<file path="src/rtl/uart_tx_mmio.sv">
// Memory-mapped 8N1 UART transmitter with a TX FIFO on the core data-memory port.
// Latency: register reads return one cycle after the address; a byte pushed into an idle, empty block starts on the next edge.
// Backpressure: none towards the core; a push into a full FIFO is dropped and latches a sticky overflow flag.
module uart_tx_mmio #(
  parameter logic [31:0] BASE_ADDR  = 32'h1000_0000,
  parameter int unsigned CLK_DIV    = 868,
  parameter int unsigned FIFO_DEPTH = 16
) (
  input  logic        clk,
  input  logic        rst,
  input  logic [31:0] addr,
  input  logic [31:0] w_data,
  input  logic [3:0]  we,
  output logic [31:0] r_data,
  output logic        tx,
  output logic        irq
);

  localparam int unsigned AW = $clog2(FIFO_DEPTH);
  localparam int unsigned CW = AW + 1;

  localparam logic [1:0] REG_TXDATA = 2'd0;
  localparam logic [1:0] REG_STATUS = 2'd1;
  localparam logic [1:0] REG_CTRL   = 2'd2;
  localparam logic [1:0] REG_DIV    = 2'd3;

  typedef enum logic [1:0] {
    S_IDLE  = 2'd0,
    S_START = 2'd1,
    S_DATA  = 2'd2,
    S_STOP  = 2'd3
  } state_t;

  // ---------------------------------------------------------------------------
  // Address decode
  // ---------------------------------------------------------------------------
  logic       hit;
  logic [1:0] sel;
  logic       wr_en;

  assign hit   = (addr[31:4] == BASE_ADDR[31:4]);
  assign sel   = addr[3:2];
  assign wr_en = hit && (we != 4'd0);

  // Byte-offset bits and the upper data lanes carry no meaning in this map.
  logic unused_bits;
  assign unused_bits = ^{addr[1:0], w_data[31:16]};

  // ---------------------------------------------------------------------------
  // Control / configuration registers
  // ---------------------------------------------------------------------------
  logic        en_q, en_d;
  logic        irq_en_q, irq_en_d;
  logic [15:0] div_q, div_d;
  logic        ovf_q, ovf_d;

  // ---------------------------------------------------------------------------
  // FIFO storage and bookkeeping
  // ---------------------------------------------------------------------------
  logic [7:0]    fifo_mem_q [FIFO_DEPTH];
  logic [AW-1:0] wr_ptr_q, wr_ptr_d;
  logic [AW-1:0] rd_ptr_q, rd_ptr_d;
  logic [CW-1:0] count_q, count_d;
  logic          fifo_empty;
  logic          fifo_full;
  logic          push_req;
  logic          push;
  logic          pop;

  assign fifo_empty = (count_q == '0);
  assign fifo_full  = (count_q == CW'(FIFO_DEPTH));
  assign push_req   = wr_en && (sel == REG_TXDATA) && we[0];
  // A full FIFO still accepts a push when the serialiser drains an entry on the same edge.
  assign push       = push_req && (!fifo_full || pop);

  // ---------------------------------------------------------------------------
  // Transmit FSM state
  // ---------------------------------------------------------------------------
  state_t      state_q, state_d;
  logic [15:0] baud_q, baud_d;
  logic [2:0]  bit_idx_q, bit_idx_d;
  logic [7:0]  shift_q, shift_d;
  logic        tx_q, tx_d;
  logic [15:0] div_eff;
  logic [15:0] reload;

  // Divisor 0 behaves as 1; the reload always uses the divisor registered before this edge.
  assign div_eff = (div_q == 16'd0) ? 16'd1 : div_q;
  assign reload  = div_eff - 16'd1;

  // Register writes: control, divisor lanes, sticky overflow set/clear.
  always_comb begin
    en_d     = en_q;
    irq_en_d = irq_en_q;
    div_d    = div_q;
    ovf_d    = ovf_q;
    if (wr_en && (sel == REG_STATUS) && we[0] && w_data[3]) begin
      ovf_d = 1'b0;
    end
    if (push_req && !push) begin
      ovf_d = 1'b1;
    end
    if (wr_en && (sel == REG_CTRL) && we[0]) begin
      en_d     = w_data[0];
      irq_en_d = w_data[1];
    end
    if (wr_en && (sel == REG_DIV)) begin
      if (we[0]) div_d[7:0]  = w_data[7:0];
      if (we[1]) div_d[15:8] = w_data[15:8];
    end
  end

  // Pointer and occupancy updates; pointers wrap naturally since the depth is a power of two.
  always_comb begin
    wr_ptr_d = wr_ptr_q;
    rd_ptr_d = rd_ptr_q;
    count_d  = count_q;
    if (push) begin
      wr_ptr_d = wr_ptr_q + AW'(1);
    end
    if (pop) begin
      rd_ptr_d = rd_ptr_q + AW'(1);
    end
    if (push && !pop) begin
      count_d = count_q + CW'(1);
    end else if (pop && !push) begin
      count_d = count_q - CW'(1);
    end
  end

  // Serialiser next state: a frame is start bit, 8 data bits LSB first, stop bit, each DIV cycles.
  always_comb begin
    state_d   = state_q;
    baud_d    = baud_q;
    bit_idx_d = bit_idx_q;
    shift_d   = shift_q;
    pop       = 1'b0;
    case (state_q)
      S_IDLE: begin
        if (en_q && !fifo_empty) begin
          pop     = 1'b1;
          shift_d = fifo_mem_q[rd_ptr_q];
          baud_d  = reload;
          state_d = S_START;
        end
      end
      S_START: begin
        if (baud_q == 16'd0) begin
          baud_d    = reload;
          bit_idx_d = 3'd0;
          state_d   = S_DATA;
        end else begin
          baud_d = baud_q - 16'd1;
        end
      end
      S_DATA: begin
        if (baud_q == 16'd0) begin
          baud_d  = reload;
          shift_d = {1'b0, shift_q[7:1]};
          if (bit_idx_q == 3'd7) begin
            state_d = S_STOP;
          end else begin
            bit_idx_d = bit_idx_q + 3'd1;
          end
        end else begin
          baud_d = baud_q - 16'd1;
        end
      end
      S_STOP: begin
        if (baud_q == 16'd0) begin
          // Chain straight into the next frame so queued bytes leave with no idle gap.
          if (en_q && !fifo_empty) begin
            pop     = 1'b1;
            shift_d = fifo_mem_q[rd_ptr_q];
            baud_d  = reload;
            state_d = S_START;
          end else begin
            state_d = S_IDLE;
          end
        end else begin
          baud_d = baud_q - 16'd1;
        end
      end
    endcase
  end

  // Line level derived from the next state so tx is a clean flop output.
  always_comb begin
    tx_d = 1'b1;
    case (state_d)
      S_START: tx_d = 1'b0;
      S_DATA:  tx_d = shift_d[0];
      default: tx_d = 1'b1;
    endcase
  end

  // ---------------------------------------------------------------------------
  // Read path
  // ---------------------------------------------------------------------------
  logic [31:0] status_val;
  logic [31:0] rd_val;
  logic [31:0] r_data_q;
  logic [4:0]  count5;

  assign count5 = 5'(count_q);

  // STATUS image: occupancy, sticky overflow and live flags.
  always_comb begin
    status_val        = 32'd0;
    status_val[0]     = fifo_full;
    status_val[1]     = fifo_empty;
    status_val[2]     = (state_q != S_IDLE);
    status_val[3]     = ovf_q;
    status_val[12:8]  = count5;
  end

  // Read mux; misses and the write-only TXDATA return zero.
  always_comb begin
    rd_val = 32'd0;
    if (hit) begin
      case (sel)
        REG_TXDATA: rd_val = 32'd0;
        REG_STATUS: rd_val = status_val;
        REG_CTRL:   rd_val = {30'd0, irq_en_q, en_q};
        REG_DIV:    rd_val = {16'd0, div_q};
      endcase
    end
  end

  // ---------------------------------------------------------------------------
  // Sequential state
  // ---------------------------------------------------------------------------

  // FIFO payload: written only on accepted pushes, contents are don't-care until counted.
  always_ff @(posedge clk) begin
    if (push) begin
      fifo_mem_q[wr_ptr_q] <= w_data[7:0];
    end
  end

  // All control, FIFO bookkeeping, FSM and read-data registers with synchronous reset.
  always_ff @(posedge clk) begin
    if (rst) begin
      en_q      <= 1'b1;
      irq_en_q  <= 1'b0;
      div_q     <= 16'(CLK_DIV);
      ovf_q     <= 1'b0;
      wr_ptr_q  <= '0;
      rd_ptr_q  <= '0;
      count_q   <= '0;
      state_q   <= S_IDLE;
      baud_q    <= 16'd0;
      bit_idx_q <= 3'd0;
      shift_q   <= 8'd0;
      tx_q      <= 1'b1;
      r_data_q  <= 32'd0;
    end else begin
      en_q      <= en_d;
      irq_en_q  <= irq_en_d;
      div_q     <= div_d;
      ovf_q     <= ovf_d;
      wr_ptr_q  <= wr_ptr_d;
      rd_ptr_q  <= rd_ptr_d;
      count_q   <= count_d;
      state_q   <= state_d;
      baud_q    <= baud_d;
      bit_idx_q <= bit_idx_d;
      shift_q   <= shift_d;
      tx_q      <= tx_d;
      r_data_q  <= rd_val;
    end
  end

  assign r_data = r_data_q;
  assign tx     = tx_q;
  assign irq    = irq_en_q && (count_q <= CW'(FIFO_DEPTH / 2));

endmodule

</file>
<file path="config.mk">
export PLATFORM = sky130hd
export DESIGN_NAME = uart_tx_mmio
export DESIGN_NICKNAME = d
export VERILOG_FILES = /design/src/rtl/uart_tx_mmio.sv
export SDC_FILE = /design/constraint.sdc
export NUM_CORES = 1
export LEC_CHECK = 0
export CAP_MARGIN = 20
export CORE_MARGIN = 3
export CORE_UTILIZATION = 57
export DETAILED_ROUTE_END_ITERATION = 7
export PLACE_DENSITY = 0.8
export SYNTH_ARGS = -nofsm -noshare
export SYNTH_HDL_FRONTEND = slang
export SYNTH_SLANG_ARGS = --single-unit
export TNS_END_PERCENT = 30
</file>
<file path="constraint.sdc">
create_clock -name clk -period 4.3 [get_ports clk]
set_input_delay 0.86 -clock clk [delete_from_list [all_inputs] [get_ports clk]]
set_output_delay 0.86 -clock clk [all_outputs]
set_load 0.02 [all_outputs]
</file>
# Word level (Yosys, flattened, before mapping)

Memory sizes are Yosys's and may differ from the RTL's. A register that Yosys moved wholly into a read port is not among the register bits.
Index checks and enable logic that the tools add are counted.

Equal/unequal tests: 15
$lt $le $gt $ge: 1
$add $sub $neg: 7
Reduce and logical (&&, ||, !) cells: 37
Mux-type cells: 33
Bitwise logic cells: 1

Operator list:

| operator                                              | count |
|---|---|
| case mux 32 bit (4 select lines)                      | 1 |
| two-way mux 16 bit                                    | 4 |
| case mux 16 bit (3 select lines)                      | 1 |
| logical NOT 16 bit                                    | 2 |
| subtractor 16 x 1 -> 16 bit, second input constant    | 2 |
| equality test 28 x 25 -> 1 bit, second input constant | 1 |
| two-way mux 8 bit                                     | 3 |
| case mux 8 bit (3 select lines)                       | 1 |
| logical AND 1 bit                                     | 15 |
| equality test 2 bit, second input constant            | 5 |
| two-way mux 2 bit                                     | 5 |
| two-way mux 5 bit                                     | 2 |
| two-way mux 3 bit                                     | 3 |
| adder 4 x 1 -> 4 bit, second input constant           | 2 |
| two-way mux 4 bit                                     | 2 |
| != test 2 bit, second input constant                  | 4 |
| case mux 2 bit (4 select lines)                       | 1 |
| nonzero test 2 bit                                    | 4 |
| two-way mux 1 bit                                     | 7 |
| equality test 2 x 1 -> 1 bit, second input constant   | 3 |
| case mux 3 bit (2 select lines)                       | 1 |
| adder 5 x 1 -> 5 bit, second input constant           | 1 |
| equality test 5 bit, second input constant            | 1 |
| <= comparator 5 x 4 -> 1 bit, second input constant   | 1 |
| other kinds (15)                                      | 22 |

Bits in writable memories: 128
Flip-flop bits (word level): 94
Memories kept: 1
Logic and storage cells: 110

Memories:

| memory     | words | width | rd ports | clocked after Yosys merged registers in | wr ports | line | RTL |
|---|---|---|---|---|---|---|---|
| fifo_mem_q | 16    | 8     | 1        | 1                                       | 1        | 60   | `logic [7:0] fifo_mem_q [FIFO_DEPTH];` |

# Logic depth before layout (Yosys ltp)

Gate-level depths: netlist of run 1.

Depth in word-level cells: 12
Depth in mapped cells: 16

# Worst setup path before layout of run 1

Ideal clock, no wire load.

Path type: input to register
Start point: input addr[14]
End point: register count_q[4] (netlist: count5[4])
Slack: 0.576 ns
Arrival: 3.654 ns
Setup time: 0.070 ns
Data required time: 4.230 ns
Stages: 13
Path through: nor4_1 > nand4_1 > nor3_1 > o211a_2 > buf_4 > ha_1 > inv_1 > fa_1 > a21o_1 > a21oi_1 > xnor2_1 > or3_1 > a21oi_1

Word-level cells in the longest chain between the ends: 8
Elaborated cells between the ends (all ways): 10
Those cells by class: 1 x eq/ne; 1 x mux; 8 x reduce/logical

Ends and longest elaborated chain:

| element                             | line | RTL |
|---|---|---|
| start, declared                     | 11   | `input logic [31:0] addr,` |
| equality test 28 x 25 -> 1 bit *    | 41   | `assign hit = (addr[31:4] == BASE_ADDR[31:4]);` |
| logical AND 1 bit *                 | 43   | `assign wr_en = hit && (we != 4'd0);` |
| logical AND 1 bit * (2 in series)   | 72   | `assign push_req = wr_en && (sel == REG_TXDATA) && we[0];` |
| logical AND 1 bit *                 | 74   | `assign push = push_req && (!fifo_full \|\| pop);` |
| via push                            | 67   | `logic push;` |
| logical NOT 1 bit                   | 126  | `end else if (pop && !push) begin` |
| logical AND 1 bit                   | 126  |  |
| nonzero test 2 bit (no source line) | -    |  |
| end signal, assigned                | 264  | `count_q <= count_d;` |
| end, declared                       | 63   | `logic [CW-1:0] count_q, count_d;` |

The timed path passes the listed nets; every way through them passes the cells marked *.
A chain may end at the register's enable or synchronous reset.

# Final worst setup path of run 1

Start point: register baud_q[10]
End point: register count_q[4] (netlist: count5[4])

Word-level cells in the longest chain between the ends: 8
Elaborated cells between the ends (all ways): 11
Those cells by class: 3 x mux; 8 x reduce/logical

Ends and longest elaborated chain:

| element                             | line | RTL |
|---|---|---|
| start, declared                     | 80   | `logic [15:0] baud_q, baud_d;` |
| start signal, assigned              | 266  | `baud_q <= baud_d;` |
| logical NOT 16 bit *                | 170  | `if (baud_q == 16'd0) begin` |
| two-way mux 1 bit *                 | 170  |  |
| case mux 1 bit (2 select lines) *   | 138  | `case (state_q)` |
| logical OR 1 bit                    | 74   |  |
| logical AND 1 bit                   | 74   |  |
| logical NOT 1 bit                   | 126  |  |
| logical AND 1 bit                   | 126  |  |
| nonzero test 2 bit (no source line) | -    |  |

Every way passes the cells marked *; elsewhere a longest branch is shown, timed or not.

==> flow_summary.rst, run 1 <==
.. list-table::
   :header-rows: 1

   * - Metric
     - Value
   * - Die boundary width
     - 135.7 µm
   * - CTS clock-pin slew for the worst setup and hold paths
     - roughly 0.060 ns
   * - Sequential cell area fraction in the yosys report
     - ~57%
   * - Post-cts repair resize count
     - 0
   * - Sum of routed wire length over all layers
     - 22750 µm
   * - # DRC
     - 0
   * - I/O pin total
     - 104
   * - Detailed-routed wire length on met2
     - 11590 µm
   * - Post-route clock skew
     - about 0.021 ns
   * - Estimated wirelength of the detail-placed design
     - 14680 µm
   * - Total number of vias
     - 6547
   * - Pin count of the biggest net entering global routing
     - 32
   * - Crit path kind
     - reg2reg
   * - Number of antenna violations at the first check in global routing
     - 1
   * - Routed via count divided by cell count
     - roughly 6.3
   * - Total count of hold-check failures in the final report
     - 0
   * - Overall overflow remaining after global route
     - 0
   * - Count leader, synth
     - sky130_fd_sc_hd__edfxtp_1
   * - Final Wtd Congestion
     - between 0.8 and 0.9
   * - Share of the synthesized area in the top cell type
     - roughly two fifths
   * - Post-route minimum period
     - about 3.7 ns
   * - Worst ir drop on vdd
     - roughly 0.00055 V
   * - Async S/R FF share, synth
     - 0%
   * - Power spent charging and discharging nets
     - between 0.002 and 0.0025 W
   * - Total track usage
     - about a quarter
   * - Max Fclk
     - roughly 270 MHz
   * - Initial standard-cell utilization of the core
     - around three fifths
   * - Area of the mapped netlist
     - between 0.009 and 0.01 mm²
   * - Met3 WL post-DR
     - 1517 µm
   * - PD cells
     - 588.2 mW/mm²
   * - Prevailing post-synth register cell
     - sky130_fd_sc_hd__edfxtp_1
   * - Post-route ant nets
     - 0
   * - Total Neg Setup Slack
     - 0 ns
   * - Cell type with the largest total area after synthesis
     - sky130_fd_sc_hd__edfxtp_1
   * - Clock Latency Late Sink
     - roughly 0.52 ns
   * - Final setup violation count
     - 0
   * - Portion of total power attributed to the clock network
     - around 28%
   * - Synth Register Bits
     - between 200 and 250
   * - Share of post-route cells with drive strength above 1
     - between 10% and 20%
   * - Length of the first detailed-routing pass in iterations
     - 5
   * - Ratio of final minimum period to clock period
     - slightly below 90%
   * - Full die area
     - about 0.018 mm²
   * - Synthesized instance count
     - between 700 and 800
   * - Uppermost layer routed
     - met5
   * - Endpoint kind of the worst setup timing path
     - flop
   * - Count of different cell masters after synthesis
     - ~70
   * - Detailed-routing wirelength on met1
     - between 9000 and 10000 µm
   * - Register share of total power
     - between 30% and 40%
   * - Leakage power
     - around 3.8 nW
   * - Core area
     - approximately 0.016 mm²
   * - Yosys warnings
     - 0
   * - Via count of the first global-routing pass
     - about 6500
   * - Fraction of power consumed by combinational cells
     - 34.1%
   * - Setup repair bufs after CTS
     - 0
   * - TritonCTS clock tree
     - built
   * - Type of the worst min-delay path
     - reg2reg
   * - Number of max-cap violations
     - 0
   * - CTS hold repair buffers
     - 0
   * - Number of fillers in the final layout
     - around 1100
   * - Worst slew margin relative to its limit
     - approximately two fifths
   * - Total clock sinks
     - 210
   * - Number of buffers on the longest clock path
     - 3
   * - Total clock buffers created by CTS
     - 22
   * - Run status
     - finished, final reports clean
   * - H-Tree Depth
     - 1
   * - Startpoint class of the critical path
     - flop
   * - Layout Area Growth over Synthesis
     - 16.14%
   * - Synth area leaders
     - sky130_fd_sc_hd__edfxtp_1 40%, sky130_fd_sc_hd__dfxtp_1 17%, sky130_fd_sc_hd__mux4_2 9.2%
   * - Internal power component
     - 0.004294 W
   * - Overall power consumption
     - around 0.0065 W
   * - Count of antenna diodes in the layout
     - 0
   * - Number of synthesized flops with an enable pin
     - 128
   * - Data arrival time of the worst path
     - 4.18 ns
   * - Biggest fanout along the worst timing path
     - 7
   * - CTS root buffer
     - sky130_fd_sc_hd__clkbuf_16
   * - Die height
     - 135.7 µm
   * - Quantity of I/O buffers inserted on ports
     - 67
   * - Cell row count
     - between 40 and 50
   * - Setup repair after global routing missed its margin
     - false
   * - Syn avg cell area
     - 12.88 µm²
   * - Fin nets
     - 898
   * - Final routed wire length divided by cell count
     - 21.87 µm
   * - Sw Share
     - roughly a third
   * - Worst endpoint required time
     - about 4.8 ns
   * - Global-route wire length before repair
     - ~36000 µm
   * - First-iteration detailed-routing DRC count
     - between 600 and 700
   * - Final slew viol count
     - 0
   * - Transition time of the tightest slew-check pin
     - around 0.93 ns
   * - Top cells by instance count after synthesis
     - 128 x sky130_fd_sc_hd__edfxtp_1, 82 x sky130_fd_sc_hd__dfxtp_1, 82 x sky130_fd_sc_hd__nor2_1
[metrics by stage]
stage / area (µm²) / util (%) / hold WS [ns] / cells / setup slack (ns)
after floorplan: 9638 / - / 0.4356 / 759 / 0.5756
after global placement: 10400 / 64.32 / 0.4412 / 1000 / 0.3592
after detailed placement: 10400 / 64.32 / 0.4593 / 1000 / 0.3017
after CTS: 11110 / 68.68 / 0.4651 / 1039 / 0.6057
after global routing: 11130 / 68.81 / 0.4973 / 1040 / 0.4079
final: 11130 / 68.81 / 0.4622 / 1040 / 0.5692
[path summary, 6_finish.rpt]
check	slack, ns	depth (start not counted)	endpoint	startpoint
worst max-delay path	0.57	12	count5[4]	baud_q[10]
worst min-delay path	0.46	2	bit_idx_q[2]	bit_idx_q[2]
worst max register to register	0.57	12	count5[4]	baud_q[10]
worst min register to register	0.46	2	bit_idx_q[2]	bit_idx_q[2]
[placed cells by master, fill, tap and decap left out, types with 10 or more instances in the layout]
cell	count
sky130_fd_sc_hd__and2_1	10
sky130_fd_sc_hd__dfxtp_1	80
sky130_fd_sc_hd__xor2_1	17
sky130_fd_sc_hd__conb_1	16
sky130_fd_sc_hd__a21oi_1	25
sky130_fd_sc_hd__nor3_1	10
sky130_fd_sc_hd__clkdlybuf4s50_1	66
sky130_fd_sc_hd__xnor2_1	12
sky130_fd_sc_hd__buf_4	15
sky130_fd_sc_hd__mux2i_1	31
sky130_fd_sc_hd__mux4_2	39
sky130_fd_sc_hd__edfxtp_1	128
sky130_fd_sc_hd__nor4_1	15
sky130_fd_sc_hd__clkbuf_16	22
sky130_fd_sc_hd__nor2b_1	16
sky130_fd_sc_hd__nor2_1	82
sky130_fd_sc_hd__ha_1	18
sky130_fd_sc_hd__nand2_1	23
sky130_fd_sc_hd__and3_1	18
sky130_fd_sc_hd__inv_1	14
[power groups by stage]
stage	Sequential (W)	Clock [W]	Combinational [W]
after floorplan	0.00242	0	0.00172
after global placement	0.00253	0	0.00204
after detailed placement	0.00254	0	0.00214
after CTS	0.00250	0.00185	0.00216
after global routing	0.00250	0.00193	0.00244
final	0.00247	0.00184	0.00223
[critical path, stage by stage (launching register included)]
cell	delay (ns)
sky130_fd_sc_hd__dfxtp_1	0.36
sky130_fd_sc_hd__or4_1	0.70
sky130_fd_sc_hd__nand4b_1	0.38
sky130_fd_sc_hd__a211oi_4	0.41
sky130_fd_sc_hd__o211a_2	0.25
sky130_fd_sc_hd__ha_1	0.19
sky130_fd_sc_hd__inv_1	0.10
sky130_fd_sc_hd__fa_1	0.42
sky130_fd_sc_hd__a21o_1	0.19
sky130_fd_sc_hd__a21oi_1	0.18
sky130_fd_sc_hd__xnor2_1	0.09
sky130_fd_sc_hd__or3_1	0.30
sky130_fd_sc_hd__a21oi_1	0.13
[cell families after synthesis]
group,share of synthesized area [%]
AO/OA/AOI/OAI,8.083
XOR/XNOR,2.651
adder cells (fa/ha/maj),2.559
buffers and inverters,3.539
flip-flops,57.25
multiplexers,13.11
other,0.03914
AND/OR/NAND/NOR,12.77
[cell type report]
| class | count | area, µm² | share of cell area [%] |
|---|---|---|---|
| well taps | 216 | 270.3 | 2.429 |
| multi-input cells | 478 | 3814 | 34.27 |
| inverters | 14 | 52.55 | 0.4722 |
| clock inverters | 13 | 140.1 | 1.259 |
| flip-flops and latches | 210 | 5488 | 49.31 |
| clock buffers | 26 | 565.5 | 5.082 |
| repair buffers | 83 | 798.3 | 7.173 |
[metal layers]
layer	up-vias	global-route usage [%]
met1	3258	32.83
li1	2943	-
met2	282	42.75
met4	2	7.839
met5	-	0
met3	62	4.272
[flip-flops by register name (all words and copies together), names as in the netlist, named ones only]
register	count
ovf_q	1
bit_idx_q	3
en_q	1
fifo_mem_q	128
r_data	16
wr_ptr_q	4
irq_en_q	1
state_q	2
tx	1
baud_q	16
shift_q	8
count5	5
rd_ptr_q	4
div_q	16
Note: power is estimated with default switching activity, not from simulation.
==> run 2, diff against run 1 <==
RECOVER_POWER = 25   (was unset)
clock period = 4 ns   (was 4.3 ns; I/O delays follow)
==> run 2 against run 1 <==
Net effect: via count is 2.0% lower; register-to-register slack worse by 0.25 ns; combinational power is 9.9% higher; clock-buffer cell count is 1 higher; final cell count is 0.48% higher; critical endpoint unchanged; fmax is 1.4% higher.
==> flow_summary.rst, run 2 (synthesis gave the netlist of run 1 again) <==
.. list-table::
   :header-rows: 1

   * - Metric
     - Value
   * - TritonCTS clock tree
     - built
   * - Share of post-route cells with drive strength above 1
     - 12.79%
   * - Crit path kind
     - reg2reg
   * - Post-route clock skew
     - 0.02446 ns
   * - Number of antenna violations at the first check in global routing
     - 0
   * - Delay of the slowest cell on the worst path
     - 0.59 ns
   * - Sum of routed wire length over all layers
     - approximately 22000 µm
   * - PD cells
     - 633.7 mW/mm²
   * - Internal power component
     - 0.004639 W
   * - Max reg flops
     - between 100 and 150
   * - Number of max-cap violations
     - 0
   * - Sw Share
     - 34.31%
   * - Estimated wirelength of the detail-placed design
     - around 15000 µm
   * - H-Tree Depth
     - 1
   * - Number of buffers on the longest clock path
     - 3
   * - Ratio of final minimum period to clock period
     - 91.98%
   * - Largest reg by FF count
     - fifo_mem_q
   * - Startpoint class of the critical path
     - flop
   * - Total track usage
     - 24.12%
   * - Type of the worst min-delay path
     - reg2reg
   * - Worst slew margin relative to its limit
     - about two fifths
   * - Data arrival time of the worst path
     - ~4.1 ns
   * - CP max stage cell
     - sky130_fd_sc_hd__or4_1
   * - Cell repeated most along the worst path
     - sky130_fd_sc_hd__a21oi_1
   * - Clock Latency Late Sink
     - 0.53 ns
   * - Final routed wire length divided by cell count
     - about 21 µm
   * - Count of antenna diodes in the layout
     - 0
   * - Final slew viol count
     - 0
   * - Max Fclk
     - 271.8 MHz
   * - Fraction of power consumed by combinational cells
     - between 30% and 40%
   * - Fin nets
     - about 900
   * - Die boundary width
     - between 100 and 150 µm
   * - Quantity of I/O buffers inserted on ports
     - 67
   * - Cell row count
     - 46
   * - Total count of hold-check failures in the final report
     - 0
   * - Global-route met2 utilization
     - approximately two fifths
   * - Total clock buffers created by CTS
     - 22
   * - Setup repair after global routing missed its margin
     - false
   * - I/O pin total
     - 104
   * - Worst ir drop on vdd
     - around 0.00054 V
   * - Layer with the highest usage
     - met2
   * - Worst endpoint required time
     - between 4 and 5 ns
   * - Final setup violation count
     - 0
   * - Endpoint kind of the worst setup timing path
     - flop
   * - Post-cts repair resize count
     - 0
   * - Die height
     - between 100 and 150 µm
   * - Portion of total power attributed to the clock network
     - 28.1%
   * - Overall overflow remaining after global route
     - 0
   * - M1 GR Usage
     - between 30% and 40%
   * - Initial standard-cell utilization of the core
     - about three fifths
   * - Commonest cells after routing, fill and taps aside
     - 128 x sky130_fd_sc_hd__edfxtp_1, 82 x sky130_fd_sc_hd__nor2_1, 80 x sky130_fd_sc_hd__dfxtp_1
   * - Global-route wire length before repair
     - 35020 µm
   * - Routed via count divided by cell count
     - approximately 6
   * - Total clock sinks
     - between 200 and 250
   * - First-iteration detailed-routing DRC count
     - 600
   * - CTS clock-pin slew for the worst setup and hold paths
     - ~0.06 ns
   * - Total number of vias
     - ~6400
   * - Run status
     - finished, final reports clean
   * - Biggest fanout along the worst timing path
     - 6
   * - Power spent charging and discharging nets
     - ~0.0024 W
   * - Transition time of the tightest slew-check pin
     - between 0.8 and 0.9 ns
   * - Post-route minimum period
     - between 3 and 4 ns
   * - Register share of total power
     - ~37%
   * - Final Wtd Congestion
     - approximately 0.88
   * - Worst R2R Setup Slack
     - 0.32 ns
   * - CTS root buffer
     - sky130_fd_sc_hd__clkbuf_16
   * - Dpl ws
     - about 0.11 ns
   * - CTS hold repair buffers
     - 0
   * - Setup repair bufs after CTS
     - 0
   * - Leakage power
     - 3.854 nW
   * - Layout Area Growth over Synthesis
     - 16.31%
   * - Cell-by-cell listing of the critical path
     - or4_1 > nand4b_1 > a211oi_4 > o211a_2 > ha_1 > inv_1 > fa_1 > a21o_1 > a21oi_1 > xnor2_1 > or3_1 > a21oi_1
   * - Global-route track usage on met3
     - about 3.3%
   * - Via count of the first global-routing pass
     - 6479
   * - Pin count of the biggest net entering global routing
     - 33
   * - Post-route ant nets
     - 0
   * - # DRC
     - 0
   * - Core area
     - 0.01617 mm²
   * - Most frequent standard cell in the layout excluding fill and tap cells
     - sky130_fd_sc_hd__edfxtp_1
   * - Full die area
     - 0.01840 mm²
   * - Total Neg Setup Slack
     - 0 ns
   * - Post-route setup slack
     - ~0.32 ns
   * - Worst slack on hold paths
     - 0.4623 ns
   * - Length of the first detailed-routing pass in iterations
     - 5
==> run 2: cell count changes in the layout (fill, tap and decap cells not counted) <==
cell	before	now
sky130_fd_sc_hd__buf_12	1	0
sky130_fd_sc_hd__buf_4	15	19
sky130_fd_sc_hd__clkbuf_1	4	6
sky130_fd_sc_hd__clkdlybuf4s50_1	66	60
sky130_fd_sc_hd__clkinv_1	5	4
sky130_fd_sc_hd__clkinv_2	3	4
sky130_fd_sc_hd__clkinvlp_2	0	1
sky130_fd_sc_hd__clkinvlp_4	1	0
sky130_fd_sc_hd__dlygate4sd3_1	0	6
==> run 2: worst max-delay path, delay by kind of cell (launching register included) <==
kind            cells  cell delay, ns
buf+inv             1            0.11
fa+ha+maj           2            0.62
compound gates      5            1.19
flops               1            0.36
simple gates        3            1.25
xor+xnor            1            0.10
==> run 2: worst paths after layout <==
path	start	endpoint	cells past startpoint
min	bit_idx_q[1]	bit_idx_q[1]	2
min reg2reg	bit_idx_q[1]	bit_idx_q[1]	2
max	baud_q[10]	count5[4]	12
max reg2reg	baud_q[10]	count5[4]	12
==> run 2: final cells by class <==
class | count | area, µm²
Clock inverter | 13 | 138.9
Timing Repair Buffer | 87 | 812.0
Tap cell | 216 | 270.3
Sequential cell | 210 | 5488
Multi-Input combinational cell | 478 | 3814
Fill cell | 1099 | 5029
Inverter | 14 | 52.55
Clock buffer | 27 | 569.3
==> run 2: stage by stage <==
stage	utilization [%]	std cells	instance area, µm²	total power [W]
after floorplan	-	759	9638	0.004453
after global placement	64.55	1005	10440	0.004947
after detailed placement	64.55	1005	10440	0.005072
after CTS	68.93	1045	11150	0.007060
after global routing	68.91	1045	11140	0.007424
final	68.91	1045	11140	0.007063
==> run 2: power groups by stage <==
| stage | clock, W | sequential (W) | combinational (W) |
|---|---|---|---|
| final | 0.00199 | 0.00262 | 0.00245 |
| after global routing | 0.00210 | 0.00265 | 0.00268 |
| after CTS | 0.00201 | 0.00262 | 0.00243 |
| after detailed placement | 0 | 0.00266 | 0.00241 |
| after global placement | 0 | 0.00265 | 0.00230 |
| after floorplan | 0 | 0.00260 | 0.00185 |
==> run 2: routing by layer <==
metal / part of all wire (%) / vias up
met3: 6.0 / 45
met5: 0 / -
li1: - / 2940
met1: 40 / 3162
met4: 2.2 / 0
met2: 52 / 269
==> run 3, diff against run 2 <==
CORE_MARGIN = 2   (was 3)
MAX_ROUTING_LAYER = met4   (was unset)
clock period = 3.7 ns   (was 4 ns; I/O delays follow)
==> run 3 against run 2 <==
Net effect: design area is 0.47% higher; global-route usage is 2.0 points higher; clock power is 4% higher; die area is 2.9% lower; final cell count is 1.2% higher; worst hold slack better by 0.0095 ns; flip-flop and latch count stayed put; non-clock buffer count is 10 higher; clock-buffer cell count is 1 higher.
==> flow_summary.rst, run 3 (synthesis gave the netlist of run 1 again) <==
.. list-table::
   :header-rows: 1

   * - Metric
     - Value
   * - TritonCTS clock tree
     - built
   * - CP Buf/Inv Count
     - 1
   * - Worst slack on hold paths
     - roughly 0.47 ns
   * - M1 GR Usage
     - between 30% and 40%
   * - End point of the worst hold path
     - bit_idx_q[2]
   * - Most frequent standard cell in the layout excluding fill and tap cells
     - sky130_fd_sc_hd__edfxtp_1
   * - Clock Latency Late Sink
     - 0.51 ns
   * - Cell depth of the worst flop-to-flop path
     - 13
   * - Worst ir drop on vdd
     - between 0.0004 and 0.0005 V
   * - Overall overflow remaining after global route
     - 0
   * - Commonest cells after routing, fill and taps aside
     - 128 x sky130_fd_sc_hd__edfxtp_1, 82 x sky130_fd_sc_hd__nor2_1, 80 x sky130_fd_sc_hd__dfxtp_1
   * - Number of standard cells in the layout, taps in and fillers out
     - 1058
   * - Via count of the first global-routing pass
     - roughly 6500
   * - Global-route met2 utilization
     - between 40% and 50%
   * - Data arrival time of the worst path
     - ~4 ns
   * - Routed via count divided by cell count
     - ~6
   * - Quantity of I/O buffers inserted on ports
     - 67
   * - Worst endpoint required time
     - 4.14 ns
   * - Setup repair after global routing missed its margin
     - false
   * - Worst slew margin relative to its limit
     - about a third
   * - Crit path kind
     - reg2reg
   * - Full die area
     - between 0.015 and 0.02 mm²
   * - Post-route minimum period
     - about 3.5 ns
   * - Global-route wire length before repair
     - 35190 µm
   * - Core area
     - between 0.015 and 0.02 mm²
   * - Transition time of the tightest slew-check pin
     - between 0.9 and 1 ns
   * - Launch instance of the worst register-to-register path
     - state_q[0]
   * - Family with the most delay on the worst path
     - compound AO/OA/AOI/OAI gates
   * - Count of antenna diodes in the layout
     - 0
   * - Post-route clock skew
     - 0.02206 ns
   * - Final setup violation count
     - 0
   * - Cell area after layout
     - between 0.01 and 0.015 mm²
   * - Share of post-route cells with drive strength above 1
     - 13.84%
   * - I/O pin total
     - between 100 and 150
   * - Die boundary width
     - approximately 130 µm
   * - Final routed wire length divided by cell count
     - approximately 21 µm
   * - Layer with the highest usage
     - met2
   * - Number of max-cap violations
     - 0
   * - FF/Latch Area
     - around 0.0055 mm²
   * - Sum of routed wire length over all layers
     - approximately 22000 µm
   * - Layout Area Growth over Synthesis
     - 16.86%
   * - Cells after DPL
     - 1018
   * - First-iteration detailed-routing DRC count
     - ~560
   * - CP max stage cell
     - sky130_fd_sc_hd__dfxtp_1
   * - Run status
     - finished, final reports clean
   * - Initial standard-cell utilization of the core
     - 57.98%
   * - Number of fillers in the final layout
     - between 1000 and 1500
   * - Ratio of final minimum period to clock period
     - a little over nine tenths
   * - Length of the first detailed-routing pass in iterations
     - 5
   * - Area after DPL
     - about 0.011 mm²
   * - Total clock buffers created by CTS
     - 22
   * - CTS root buffer
     - sky130_fd_sc_hd__clkbuf_16
   * - Worst R2R Setup Slack
     - between 0.15 and 0.2 ns
   * - Largest reg by FF count
     - fifo_mem_q
   * - Total clock sinks
     - between 200 and 250
   * - Core utilization of the finished layout
     - ~68%
   * - Biggest fanout along the worst timing path
     - 6
   * - Max Fclk
     - roughly 280 MHz
   * - Total count of hold-check failures in the final report
     - 0
   * - Total number of vias
     - 6472
   * - Worst hold path stage count
     - 2
   * - Cell row count
     - 47
   * - CTS clock-pin slew for the worst setup and hold paths
     - ~0.060 ns
   * - Post-route ant nets
     - 0
   * - Cell-by-cell listing of the critical path
     - ha_1 > nor4bb_1 > nand4b_1 > a211oi_4 > o211a_2 > ha_1 > inv_1 > fa_1 > a21o_1 > a21oi_1 > xnor2_1 > or3_1 > a21oi_1
   * - Type of the worst min-delay path
     - reg2reg
   * - Global-route track usage on met3
     - 4.414%
   * - Max reg flops
     - 128
   * - Total track usage
     - a little over a quarter
   * - Endpoint kind of the worst setup timing path
     - flop
   * - H-Tree Depth
     - 1
   * - Hold path startpoint
     - bit_idx_q[2]
   * - Fin nets
     - roughly 910
   * - Final slew viol count
     - 0
   * - Pin count of the biggest net entering global routing
     - 33
   * - Leakage power
     - a little under 4 nW
   * - Final Wtd Congestion
     - around 0.9
   * - Delay of the slowest cell on the worst path
     - 0.47 ns
   * - Area of the multi-input gates
     - between 0.003 and 0.004 mm²
   * - Number of buffers on the longest clock path
     - 3
   * - Die height
     - around 130 µm
   * - Reg-to-reg critical path endpoint
     - count5[4]
   * - # DRC
     - 0
   * - Estimated wirelength of the detail-placed design
     - 15150 µm
   * - Startpoint class of the critical path
     - flop
   * - Number of antenna violations at the first check in global routing
     - 0
   * - PD cells
     - slightly below 700 mW/mm²
run 3: worst register-to-register path, delay by kind of cell, from the launching register on:
kind / cells / cell delay (ns)
XOR/XNOR: 1 / 0.10
adder cells (fa/ha/maj): 3 / 0.82
buffers and inverters: 1 / 0.09
flip-flops: 1 / 0.47
AO/OA/AOI/OAI: 5 / 1.13
AND/OR/NAND/NOR: 3 / 0.89
run 3: metrics by stage:
step | worst slack, ns | total power [W] | TNS, ns
3_3_place_gp | 0.01458 | 0.005429 | 0
2_1_floorplan | 0.05360 | 0.004814 | 0
5_1_grt | 0.005789 | 0.008006 | 0
3_5_place_dp | -0.06743 | 0.005532 | -0.06743
6_report | 0.1569 | 0.007610 | 0
4_1_cts | 0.1313 | 0.007604 | 0
run 3: power breakdown:
group,switching (W),internal (W)
clock network,0.000875,0.00119
registers,0.000210,0.00264
logic,0.00152,0.00117
run 3: worst max-delay path by stage:
stage	startpoint	end	slack [ns]	cells after the start
floorplan	baud_q[10]	count5[4]	0.05	14
global placement	addr[14]	count5[4]	0.01	13
detailed placement	addr[14]	count5[4]	-0.07	13
CTS	state_q[1]	count5[4]	0.13	13
global route	state_q[0]	count5[4]	0.006	13
finish	state_q[0]	count5[4]	0.16	13
run 3: area by class of cell:
type / count / share of cell area (%)
clock inverters: 11 / 0.8381
clock buffers: 28 / 5.207
flip-flops and latches: 210 / 49.01
inverters: 14 / 0.4693
multi-input cells: 478 / 34.06
well taps: 220 / 2.458
repair buffers: 97 / 7.956
run 3: per-layer routing:
| layer | part of all wire [%] | wire length [µm] | up-vias |
|---|---|---|---|
| met4 | 2.6 | 592 | 0 |
| met3 | 5.7 | 1273 | 54 |
| li1 | - | - | 2950 |
| met5 | 0 | 0 | - |
| met2 | 51 | 11530 | 253 |
| met1 | 40 | 9060 | 3215 |
run 3: what timing repair did:
| action | 4_1_cts | 5_1_grt |
|---|---|---|
| setup endpoints to repair | 0 | 1 |
| setup buffers | 0 | 1 |
| hold buffers | 0 | 0 |
| gates resized for setup | 0 | 1 |
